## config.mk

```make
export PLATFORM = sky130hd
export DESIGN_NAME = float_acc_seq
export DESIGN_NICKNAME = d
export VERILOG_FILES = /design/src/rtl/float_acc_seq.sv
export SDC_FILE = /design/constraint.sdc
export NUM_CORES = 1
export LEC_CHECK = 0
export CORE_ASPECT_RATIO = 1.25
export CORE_MARGIN = 3
export CORE_UTILIZATION = 55
export CTS_CLUSTER_SIZE = 20
export DETAILED_ROUTE_END_ITERATION = 8
export GPL_ROUTABILITY_DRIVEN = 0
export GPL_TIMING_DRIVEN = 0
export HOLD_SLACK_MARGIN = 0.03
export PLACE_DENSITY_LB_ADDON = 0.05
export SKIP_CTS_REPAIR_TIMING = 1
export SLEW_MARGIN = 10
export SYNTH_ARGS = -nofsm -noshare
export SYNTH_HDL_FRONTEND = slang
export SYNTH_SLANG_ARGS = --single-unit
```

## constraint.sdc

```tcl
create_clock -name clk -period 3.55 [get_ports clk]
set_input_delay 0.355 -clock clk [delete_from_list [all_inputs] [get_ports clk]]
set_output_delay 0.355 -clock clk [all_outputs]
set_load 0.05 [all_outputs]
```

## src/rtl/float_acc_seq.sv

```systemverilog
// Sequential accumulator for an 8-bit mini-float ([7:5] exponent, [4:0] mantissa), one operand per handshake.
// Optional FLOAT_ACC_BARREL_EN replaces the serial ALIGN shifter with a one-step barrel shift in CMP.
module float_acc_seq #(
  parameter int CNT_W = 4
) (
  input  logic             clk,
  input  logic             rst_n,
  input  logic             in_valid,
  output logic             in_ready,
  input  logic [7:0]       in_data,
  input  logic             in_last,
  output logic             out_valid,
  input  logic             out_ready,
  output logic [7:0]       out_data,
  output logic             out_sat,
  output logic [CNT_W-1:0] out_count,
  output logic             busy
);

  typedef enum logic [2:0] {IDLE, CMP, ALIGN, ADD, DONE} state_t;

  state_t           state_q, state_d;
  logic [7:0]       acc_q, acc_d;
  logic [7:0]       b_q, b_d;
  logic [2:0]       big_exp_q, big_exp_d;
  logic [4:0]       big_man_q, big_man_d;
  logic [4:0]       sm_man_q, sm_man_d;
  logic [2:0]       dist_q, dist_d;
  logic             last_pend_q, last_pend_d;
  logic             empty_q, empty_d;
  logic             sat_q, sat_d;
  logic [CNT_W-1:0] cnt_q, cnt_d;
  logic             in_ready_q, out_valid_q, busy_q;

  logic [7:0]       big_c, small_c;
  logic [2:0]       dist_c;
  logic [5:0]       sum_c;

  always_comb begin
    state_d     = state_q;
    acc_d       = acc_q;
    b_d         = b_q;
    big_exp_d   = big_exp_q;
    big_man_d   = big_man_q;
    sm_man_d    = sm_man_q;
    dist_d      = dist_q;
    last_pend_d = last_pend_q;
    empty_d     = empty_q;
    sat_d       = sat_q;
    cnt_d       = cnt_q;
    big_c       = acc_q;
    small_c     = b_q;
    dist_c      = 3'd0;
    sum_c       = 6'd0;
    case (state_q)
      IDLE: begin
        if (in_valid) begin
          if (empty_q) begin
            acc_d   = in_data;
            empty_d = 1'b0;
            cnt_d   = CNT_W'(1);
            state_d = in_last ? DONE : IDLE;
          end else begin
            b_d         = in_data;
            last_pend_d = in_last;
            if (!(&cnt_q)) cnt_d = cnt_q + CNT_W'(1);
            state_d     = CMP;
          end
        end
      end
      CMP: begin
        // Ties go to the accumulator so a saturated 8'hFF always stays the big operand.
        if (acc_q[7:5] < b_q[7:5]) begin
          big_c   = b_q;
          small_c = acc_q;
        end
        dist_c    = big_c[7:5] - small_c[7:5];
        big_exp_d = big_c[7:5];
        big_man_d = big_c[4:0];
`ifdef FLOAT_ACC_BARREL_EN
        sm_man_d  = small_c[4:0] >> dist_c;
        dist_d    = 3'd0;
        state_d   = ADD;
`else
        sm_man_d  = small_c[4:0];
        dist_d    = dist_c;
        state_d   = (dist_c != 3'd0) ? ALIGN : ADD;
`endif
      end
      ALIGN: begin
        sm_man_d = sm_man_q >> 1;
        dist_d   = dist_q - 3'd1;
        if (dist_q == 3'd1) state_d = ADD;
      end
      ADD: begin
        sum_c = {1'b0, big_man_q} + {1'b0, sm_man_q};
        if (!sum_c[5]) begin
          acc_d = {big_exp_q, sum_c[4:0]};
        end else if (big_exp_q == 3'b111) begin
          acc_d = 8'hFF;
          sat_d = 1'b1;
        end else begin
          acc_d = {big_exp_q + 3'd1, sum_c[5:1]};
        end
        state_d = last_pend_q ? DONE : IDLE;
      end
      DONE: begin
        if (out_ready) begin
          empty_d = 1'b1;
          sat_d   = 1'b0;
          cnt_d   = '0;
          state_d = IDLE;
        end
      end
      default: state_d = IDLE;
    endcase
  end

  always_ff @(posedge clk or negedge rst_n) begin
    if (!rst_n) begin
      state_q     <= IDLE;
      acc_q       <= 8'h00;
      b_q         <= 8'h00;
      big_exp_q   <= 3'd0;
      big_man_q   <= 5'd0;
      sm_man_q    <= 5'd0;
      dist_q      <= 3'd0;
      last_pend_q <= 1'b0;
      empty_q     <= 1'b1;
      sat_q       <= 1'b0;
      cnt_q       <= '0;
      in_ready_q  <= 1'b1;
      out_valid_q <= 1'b0;
      busy_q      <= 1'b0;
    end else begin
      state_q     <= state_d;
      acc_q       <= acc_d;
      b_q         <= b_d;
      big_exp_q   <= big_exp_d;
      big_man_q   <= big_man_d;
      sm_man_q    <= sm_man_d;
      dist_q      <= dist_d;
      last_pend_q <= last_pend_d;
      empty_q     <= empty_d;
      sat_q       <= sat_d;
      cnt_q       <= cnt_d;
      in_ready_q  <= (state_d == IDLE);
      out_valid_q <= (state_d == DONE);
      busy_q      <= (state_d != IDLE);
    end
  end

  assign in_ready  = in_ready_q;
  assign out_valid = out_valid_q;
  assign busy      = busy_q;
  assign out_data  = acc_q;
  assign out_sat   = sat_q;
  assign out_count = cnt_q;

endmodule

```

### Word-level counts from Yosys, hierarchy flattened

Index checks and enable logic that the tools add are counted.

* bits in registers: 45
* bits in latches: 0
* RAM bits: 0
* ROM bits: 0
* input bits: 13
* word-level logic and storage cells: 79
* memories: 0

* $add $sub $neg: 5
* multiply operators: 0
* divide/modulo/power cells: 0
* $lt $le $gt $ge: 1
* equal/unequal tests: 13
* shift operators: 0
* mux-type cells: 31
* bitwise gates (word level): 1
* reductions and logical operators: 14

Operator list (number)
* $mux 8: 8
* $mux 3: 6
* $mux 4: 4
* $pmux 8 s2: 1
* $pmux 3 s5: 1
* $reduce_and 4->1: 3
* $ne 2x2->1 const B: 5
* $pmux 5 s2: 1
* $eq 3x3->1 const B: 3
* $reduce_and 3->1: 3
* $pmux 4 s2: 1
* $reduce_bool 2->1: 4
* $add 5x5->6: 1
* $eq 3x1->1 const B: 2
* $eq 3x2->1 const B: 2
* $logic_not 3->1: 2
* $mux 1: 6
* $pmux 3 s2: 1
* $reduce_bool 3->1: 2
* $add 4x1->4 const B: 1
* $pmux 1 s2: 2
* $add 3x1->3 const B: 1
* $lt 3x3->1: 1
* $ne 3x3->1 const B: 1
* other kinds (3): 3

### Longest topological paths before layout

Gate-level depths: netlist of the first run.

* depth after elaboration: 8
* gate-level depth with buffers: 12

### Worst setup path before layout of the first run

Ideal clock, no wire load.

* kind: reg2reg
* from: reg acc_q[7], in the netlist out_data[7]
* to: reg dist_q[2]
* data arrival time: 2.572 ns
* data required time: 3.432 ns
* setup slack: 0.860 ns
* cell stages (with the launch flop): 12
* period minus slack after synthesis: 2.690 ns
* cell sequence: dfrtp_1 > ha_1 > a21oi_1 > nand2_1 > buf_2 > nor3_1 > a21oi_1 > ha_1 > a21oi_1 > mux2i_1 > xor2_1 > a21o_1

* longest elaborated chain between the ends: 5

RTL lines
* from (decl): line 23 `logic [7:0] acc_q, acc_d;`
* from (signal assigned): line 122 `acc_q <= 8'h00;`
* from (signal assigned): line 137 `acc_q <= acc_d;`
* $lt 3x3->1: line 73 `if (acc_q[7:5] < b_q[7:5]) begin`
* $mux 8: line 73
* $mux 8: line 55 `case (state_q)`
* $sub 3x3->3 *: line 77 `dist_c = big_c[7:5] - small_c[7:5];`
* $pmux 3 s2 *: line 55
* to (signal assigned): line 142 `dist_q <= dist_d;`
* to (decl): line 28 `logic [2:0] dist_q, dist_d;`

Mark *: on every way between the ends. The rest lies on a longest branch, timed or not. The select of a mux whose other input is x is not followed.
A chain may end at the register's enable or synchronous reset.

### Worst setup path after layout of the first run

Ends and elaborated chain as after synthesis.

==> summary.md, run 1 <==
| Metric | Value |
|---|---|
| Run status | `finished clean` |
| Slowest cell delay on critical path | `0.42 ns` |
| Sequential share of the synthesized area | `43.4%` |
| Worst Path Max Fanout | `10` |
| Number of endpoints with negative hold slack in the final report | `0` |
| Utilization after layout | `68.7%` |
| Pre-CTS setup slack | `0.691 ns` |
| Global route total overflow | `0` |
| Area of the core region | `0.00449 mm²` |
| Horiz. Die Dim | `67.5 µm` |
| Cell row count | `27` |
| Type of the worst min-delay path | `in -> async` |
| Critical path cell sequence | `ha_1, a21oi_1, nand2_1, buf_2, nor3_1, a21oi_1, ha_1, a21oi_1, mux2i_1, xor2_1, a21o_1` |
| Number of enable-type register cells in the synthesized netlist | `0` |
| Number of detailed-route iterations in the first pass | `4` |
| Vias | `1,991` |
| Avg Cell Area, Syn | `10.2 µm²` |
| Post-place instance area | `0.00297 mm²` |
| Wire per inst | `15.8 µm` |
| Required time of the worst setup path | `3.74 ns` |
| Dominant cell type by area after synthesis | `dfrtp_1` |
| Clock tree from TritonCTS | `done` |
| Synth unique cells | `55` |
| Critical path's slowest cell | `dfrtp_1` |
| Startpoint kind of the worst setup timing path | `register` |
| DRC violations left | `0` |
| Vias per std cell | `5.67` |
| Slew Limit Fails | `0` |
| TritonCTS Sinks | `45` |
| DIE HEIGHT | `82.9 µm` |
| First-pass GRT wire length | `9480 µm` |
| Max Root-Sink Buffers | `2` |
| Count of port buffers added during placement | `28` |
| Count of antenna-violating nets left after detailed routing | `0` |
| Worst slew margin relative to its limit | `65.8%` |
| Maximum clock frequency | `343 MHz` |
| Worst Setup Slack, final | `0.633 ns` |
| Overall routed net length | `5560 µm` |
| Area share of the leading cell type in the synthesized netlist | `41.4%` |
| Setup repair after global routing missed its margin | `false` |
| Post-layout minimum cycle time | `2.92 ns` |
| CP most frequent cell | `a21oi_1` |
| Largest cells by area after synthesis | `dfrtp_1 (41%), mux2i_1 (7.3%), ha_1 (6.3%)` |
| Clock latency on the worst-skew pair | `0.29 ns` |
| Critical path arrival | `3.10 ns` |
| Register bit count reported by yosys | `45` |
| Number of CTS-inserted buffers | `5` |
| Via count of the first global-routing pass | `2,058` |
| Syn Nets | `283` |
| Filler cell count | `358` |
| Number of diodes | `0` |
| Die footprint | `0.00560 mm²` |
| Post-synth top flop | `dfrtp_1` |
| Synth warn | `0` |
| Initial antenna violation count | `0` |
| Sum of negative setup slack | `0 ns` |
| Number of max-cap violations | `0` |
| Final setup violating endpoints | `0` |
| Worst setup EP type | `register` |
| Clock root buffer | `clkbuf_8` |
| DR iter-0 viols | `114` |
| Cell Area, Synth | `0.00260 mm²` |
| Slew at the pin closest to its max-slew limit | `0.512 ns` |
| Ratio of cells with drive above 1 in the final layout | `14.7%` |
| Crit share post-route | `82.2%` |
| Async set or reset register ratio after synthesis | `100%` |
| Initial core utilization | `57.9%` |
| Pin count of the biggest net entering global routing | `26` |
| Category of the critical setup timing path | `reg -> reg` |
| Dpl hpwl | `4160 µm` |
| Layout Area Growth over Synthesis | `18.6%` |
| Depth of the worst register-to-register path | `11` |
| H-tree level count | `2` |
| Fin area | `0.00309 mm²` |
| Setup Skew | `0.00852 ns` |
| Cells after Synth | `256` |
| Top-level port count | `29` |
| Net count reported at finish | `319` |
| Overall routing resource usage | `22.0%` |
| Clock-pin slew on the worst setup and hold paths | `0.09 ns` |
## sequential cells by signal (all words and copies together) (netlist names)
name,flops
big_exp_q,3
out_data,8
in_ready,1
state_q,3
dist_q,3
empty_q,1
last_pend_q,1
big_man_q,5
sm_man_q,5
out_count,4
b_q,8
out_valid,1
busy,1
out_sat,1
## logic make-up after synthesis
group,share of synthesized area (%)
AND/OR/NAND/NOR,15.8
adder cells (fa/ha/maj),7.02
buffers and inverters,4.42
multiplexers,11.5
AO/OA/AOI/OAI,16.8
XOR/XNOR,1.01
flip-flops,43.4
## through the flow
| step | std cells | hold slack [ns] |
|---|---|---|
| floorplan | 256 | 0.0594 |
| global placement | 342 | 0.477 |
| detailed placement | 343 | 0.354 |
| CTS | 351 | 0.0341 |
| global route | 351 | 0.0455 |
| finish | 351 | 0.0213 |
## synth_stat cells (3+ instances only)
| master | number |
|---|---|
| nand2_1 | 25 |
| mux2_2 | 3 |
| o21ai_1 | 6 |
| dfrtp_1 | 43 |
| nand2b_1 | 3 |
| a22oi_1 | 5 |
| o21ai_0 | 25 |
| mux2i_1 | 19 |
| nor2_1 | 14 |
| nand3_1 | 3 |
| ha_1 | 13 |
| buf_2 | 4 |
| a21oi_1 | 19 |
| mux2_4 | 5 |
| inv_1 | 11 |
| o221ai_1 | 4 |
| nor3_1 | 6 |
## placed cells by master, fill, tap and decap left out, types with 11 or more instances in the layout
cell type / n
dfrtp_1: 43
clkdlybuf4s50_1: 27
nand2_1: 25
o21ai_0: 25
a21oi_1: 19
mux2i_1: 19
nor2_1: 14
ha_1: 13
inv_1: 11
## cell type report
| class | instances | area, µm² | share of cell area, % |
|---|---|---|---|
| clock inverter | 1 | 30.0 | 0.973 |
| buffer | 9 | 70.1 | 2.27 |
| sequential | 45 | 1130 | 36.6 |
| multi-input combinational | 190 | 1360 | 44.0 |
| timing repair buffer | 29 | 295 | 9.57 |
| inverter | 12 | 45.0 | 1.46 |
| clock buffer | 7 | 86.3 | 2.80 |
| tap | 58 | 72.6 | 2.35 |
## path summary, 6_finish.rpt
path | start | slack, ns | to
setup / recovery | out_data[7]$_DFFE_PN0P_ | 0.63 | dist_q[2]$_DFFE_PN0P_
hold / removal | rst_n | 0.02 | big_man_q[2]$_DFFE_PN0P_
setup reg to reg | out_data[7]$_DFFE_PN0P_ | 0.63 | dist_q[2]$_DFFE_PN0P_
hold reg to reg | big_man_q[3]$_DFFE_PN0P_ | 0.50 | big_man_q[3]$_DFFE_PN0P_
max in group asynchronous | rst_n | 2.94 | empty_q$_DFFE_PN1P_
min in group clk | big_man_q[3]$_DFFE_PN0P_ | 0.50 | big_man_q[3]$_DFFE_PN0P_
## routing by layer
metal,global-route usage (%),wire length (µm),up-vias,share of wire [%]
met5,0,0,-,0
met4,5.72,75,0,1.3
met3,3.25,144,7,2.6
met2,38.0,2920,37,53
met1,27.8,2420,957,43
li1,-,-,990,-
## worst max-delay path: cells and delay by family (launching register included)
kind | cells | cell delay [ns]
AOI/OAI and AO/OA | 4 | 0.70
xor gates and xnor gates | 1 | 0.19
adders and majority gates | 2 | 0.56
buffers and inverters | 1 | 0.33
DFF | 1 | 0.42
muxes | 1 | 0.11
and+or+nand+nor | 2 | 0.50
Power of run 1 is left out: the tool's default activity adds up to more than one toggle a clock period on the data nets, which glitch-free logic cannot reach.
==> run 2, diff against run 1 <==
clock period = 2.9 ns   (was 3.55 ns; I/O delays follow)
==> run 2 against run 1 <==
Final cell count up 0.28%. Global-route usage unchanged. Clock skew about the same. Critical endpoint unchanged. Core utilization up 0.36 points. Critical path type unchanged. Worst hold slack better by 0.47 ns. Sequential share of layout area down 0.19 points. Largest cell class unchanged. Cell area up 0.53%. Register-to-register slack worse by 0.40 ns. Die area unchanged. First-iteration DRC count down 9.6%.
==> summary.md, run 2 (synthesized netlist as in run 1, its figures left out) <==
| Metric | Value |
|---|---|
| Setup repair after global routing missed its margin | `false` |
| Delay-heaviest family, CP | `compound AO/OA/AOI/OAI gates` |
| Buffers & Inverters on Critical Path | `1` |
| Maximum clock frequency | `375 MHz` |
| Startpoint kind of the worst setup timing path | `register` |
| Cell row count | `27` |
| First-pass GRT wire length | `9480 µm` |
| Net count reported at finish | `320` |
| Worst slew margin relative to its limit | `66.0%` |
| Post-layout minimum cycle time | `2.67 ns` |
| Worst Path Max Fanout | `10` |
| Vias | `2,003` |
| Die footprint | `0.00560 mm²` |
| Count of antenna-violating nets left after detailed routing | `0` |
| DIE HEIGHT | `82.9 µm` |
| Crit share post-route | `91.9%` |
| Overall routing resource usage | `22.0%` |
| Initial antenna violation count | `0` |
| Pre-CTS setup slack | `0.0411 ns` |
| Most frequent standard cell in the layout excluding fill and tap cells | `dfrtp_1` |
| Utilization after layout | `69.0%` |
| Max Root-Sink Buffers | `2` |
| Initial core utilization | `57.9%` |
| Top-level port count | `29` |
| Dpl hpwl | `4160 µm` |
| Critical path arrival | `2.85 ns` |
| Critical path cell sequence | `ha_1, a21oi_2, nand2_2, buf_2, nor3_1, a21oi_1, ha_1, a21oi_1, mux2i_1, xor2_1, a21o_1` |
| Ratio of cells with drive above 1 in the final layout | `15.3%` |
| Category of the critical setup timing path | `reg -> reg` |
| Number of endpoints with negative hold slack in the final report | `0` |
| DR iter-0 viols | `103` |
| Most frequent cells in the layout | `dfrtp_1 (43), clkdlybuf4s50_1 (27), o21ai_0 (25), nand2_1 (24), mux2i_1 (19)` |
| DRC violations left | `0` |
| Count of port buffers added during placement | `28` |
| Overall routed net length | `5570 µm` |
| Number of diodes | `0` |
| Pin count of the biggest net entering global routing | `26` |
| Worst setup EP type | `register` |
| Required time of the worst setup path | `3.08 ns` |
| Register-to-register path setup slack | `0.23 ns` |
| Area of the core region | `0.00449 mm²` |
| Layout Area Growth over Synthesis | `19.2%` |
| Slew Limit Fails | `0` |
| Worst Setup Slack, final | `0.234 ns` |
| Slew at the pin closest to its max-slew limit | `0.510 ns` |
| Setup Skew | `0.00850 ns` |
| Critical path's slowest cell | `dfrtp_1` |
| Global route total overflow | `0` |
| Horiz. Die Dim | `67.5 µm` |
| Number of max-cap violations | `0` |
| Clock root buffer | `clkbuf_8` |
| Vias per std cell | `5.69` |
| TritonCTS Sinks | `45` |
| Slowest cell delay on critical path | `0.42 ns` |
| Final setup violating endpoints | `0` |
| Run status | `finished clean` |
| Number of detailed-route iterations in the first pass | `4` |
| Number of CTS-inserted buffers | `5` |
| Clock-pin slew on the worst setup and hold paths | `0.09 ns` |
| H-tree level count | `2` |
| Clock latency on the worst-skew pair | `0.29 ns` |
| Via count of the first global-routing pass | `2,058` |
| Clock tree from TritonCTS | `done` |
| Type of the worst min-delay path | `in -> async` |
| Wire per inst | `15.8 µm` |
-- run 2: layout make-up --
cell class | instances | area [µm²]
plain buffers | 9 | 70.1
clock buffers | 7 | 86.3
clock inverters | 1 | 30.0
fillers | 357 | 1390
inverters | 12 | 45.0
multi-input cells | 190 | 1360
flip-flops and latches | 45 | 1130
well taps | 58 | 72.6
repair buffers | 30 | 305
-- run 2: worst reg2reg max path: cells and delay by family (launching register included) --
kind / cells / cell delay [ns]
adder cells (fa/ha/maj): 2 / 0.56
flip-flops: 1 / 0.42
AND/OR/NAND/NOR: 2 / 0.36
buffers and inverters: 1 / 0.28
AO/OA/AOI/OAI: 4 / 0.64
XOR/XNOR: 1 / 0.18
multiplexers: 1 / 0.11
-- run 2: path summary, 6_finish.rpt --
path	start	cells past startpoint	end
worst max register to register	out_data[7]$_DFFE_PN0P_	11	dist_q[2]$_DFFE_PN0P_
min in group clk	big_man_q[3]$_DFFE_PN0P_	2	big_man_q[3]$_DFFE_PN0P_
worst max-delay path	out_data[7]$_DFFE_PN0P_	11	dist_q[2]$_DFFE_PN0P_
max in group asynchronous	rst_n	3	empty_q$_DFFE_PN1P_
worst min-delay path	rst_n	2	big_man_q[2]$_DFFE_PN0P_
worst min register to register	big_man_q[3]$_DFFE_PN0P_	2	big_man_q[3]$_DFFE_PN0P_
-- run 2: per-layer routing --
layer	global-route usage (%)	up-vias	part of all wire, %
met2	38.0	37	52
met4	5.72	0	1.4
met1	27.8	962	44
li1	-	996	-
met5	0	-	0
met3	3.25	8	2.4
-- run 2: metrics by stage --
step / TNS [ns] / instance area [µm²] / hold slack, ns / std cells
floorplan: 0 / 2600 / -0.00559 / 256
global placement: 0 / 2950 / 0.477 / 342
detailed placement: 0 / 2970 / 0.289 / 343
CTS: -0.00134 / 3090 / -0.0309 / 351
global route: 0 / 3100 / 0.525 / 352
finish: 0 / 3100 / 0.493 / 352
Power of run 2 is left out for the same reason.
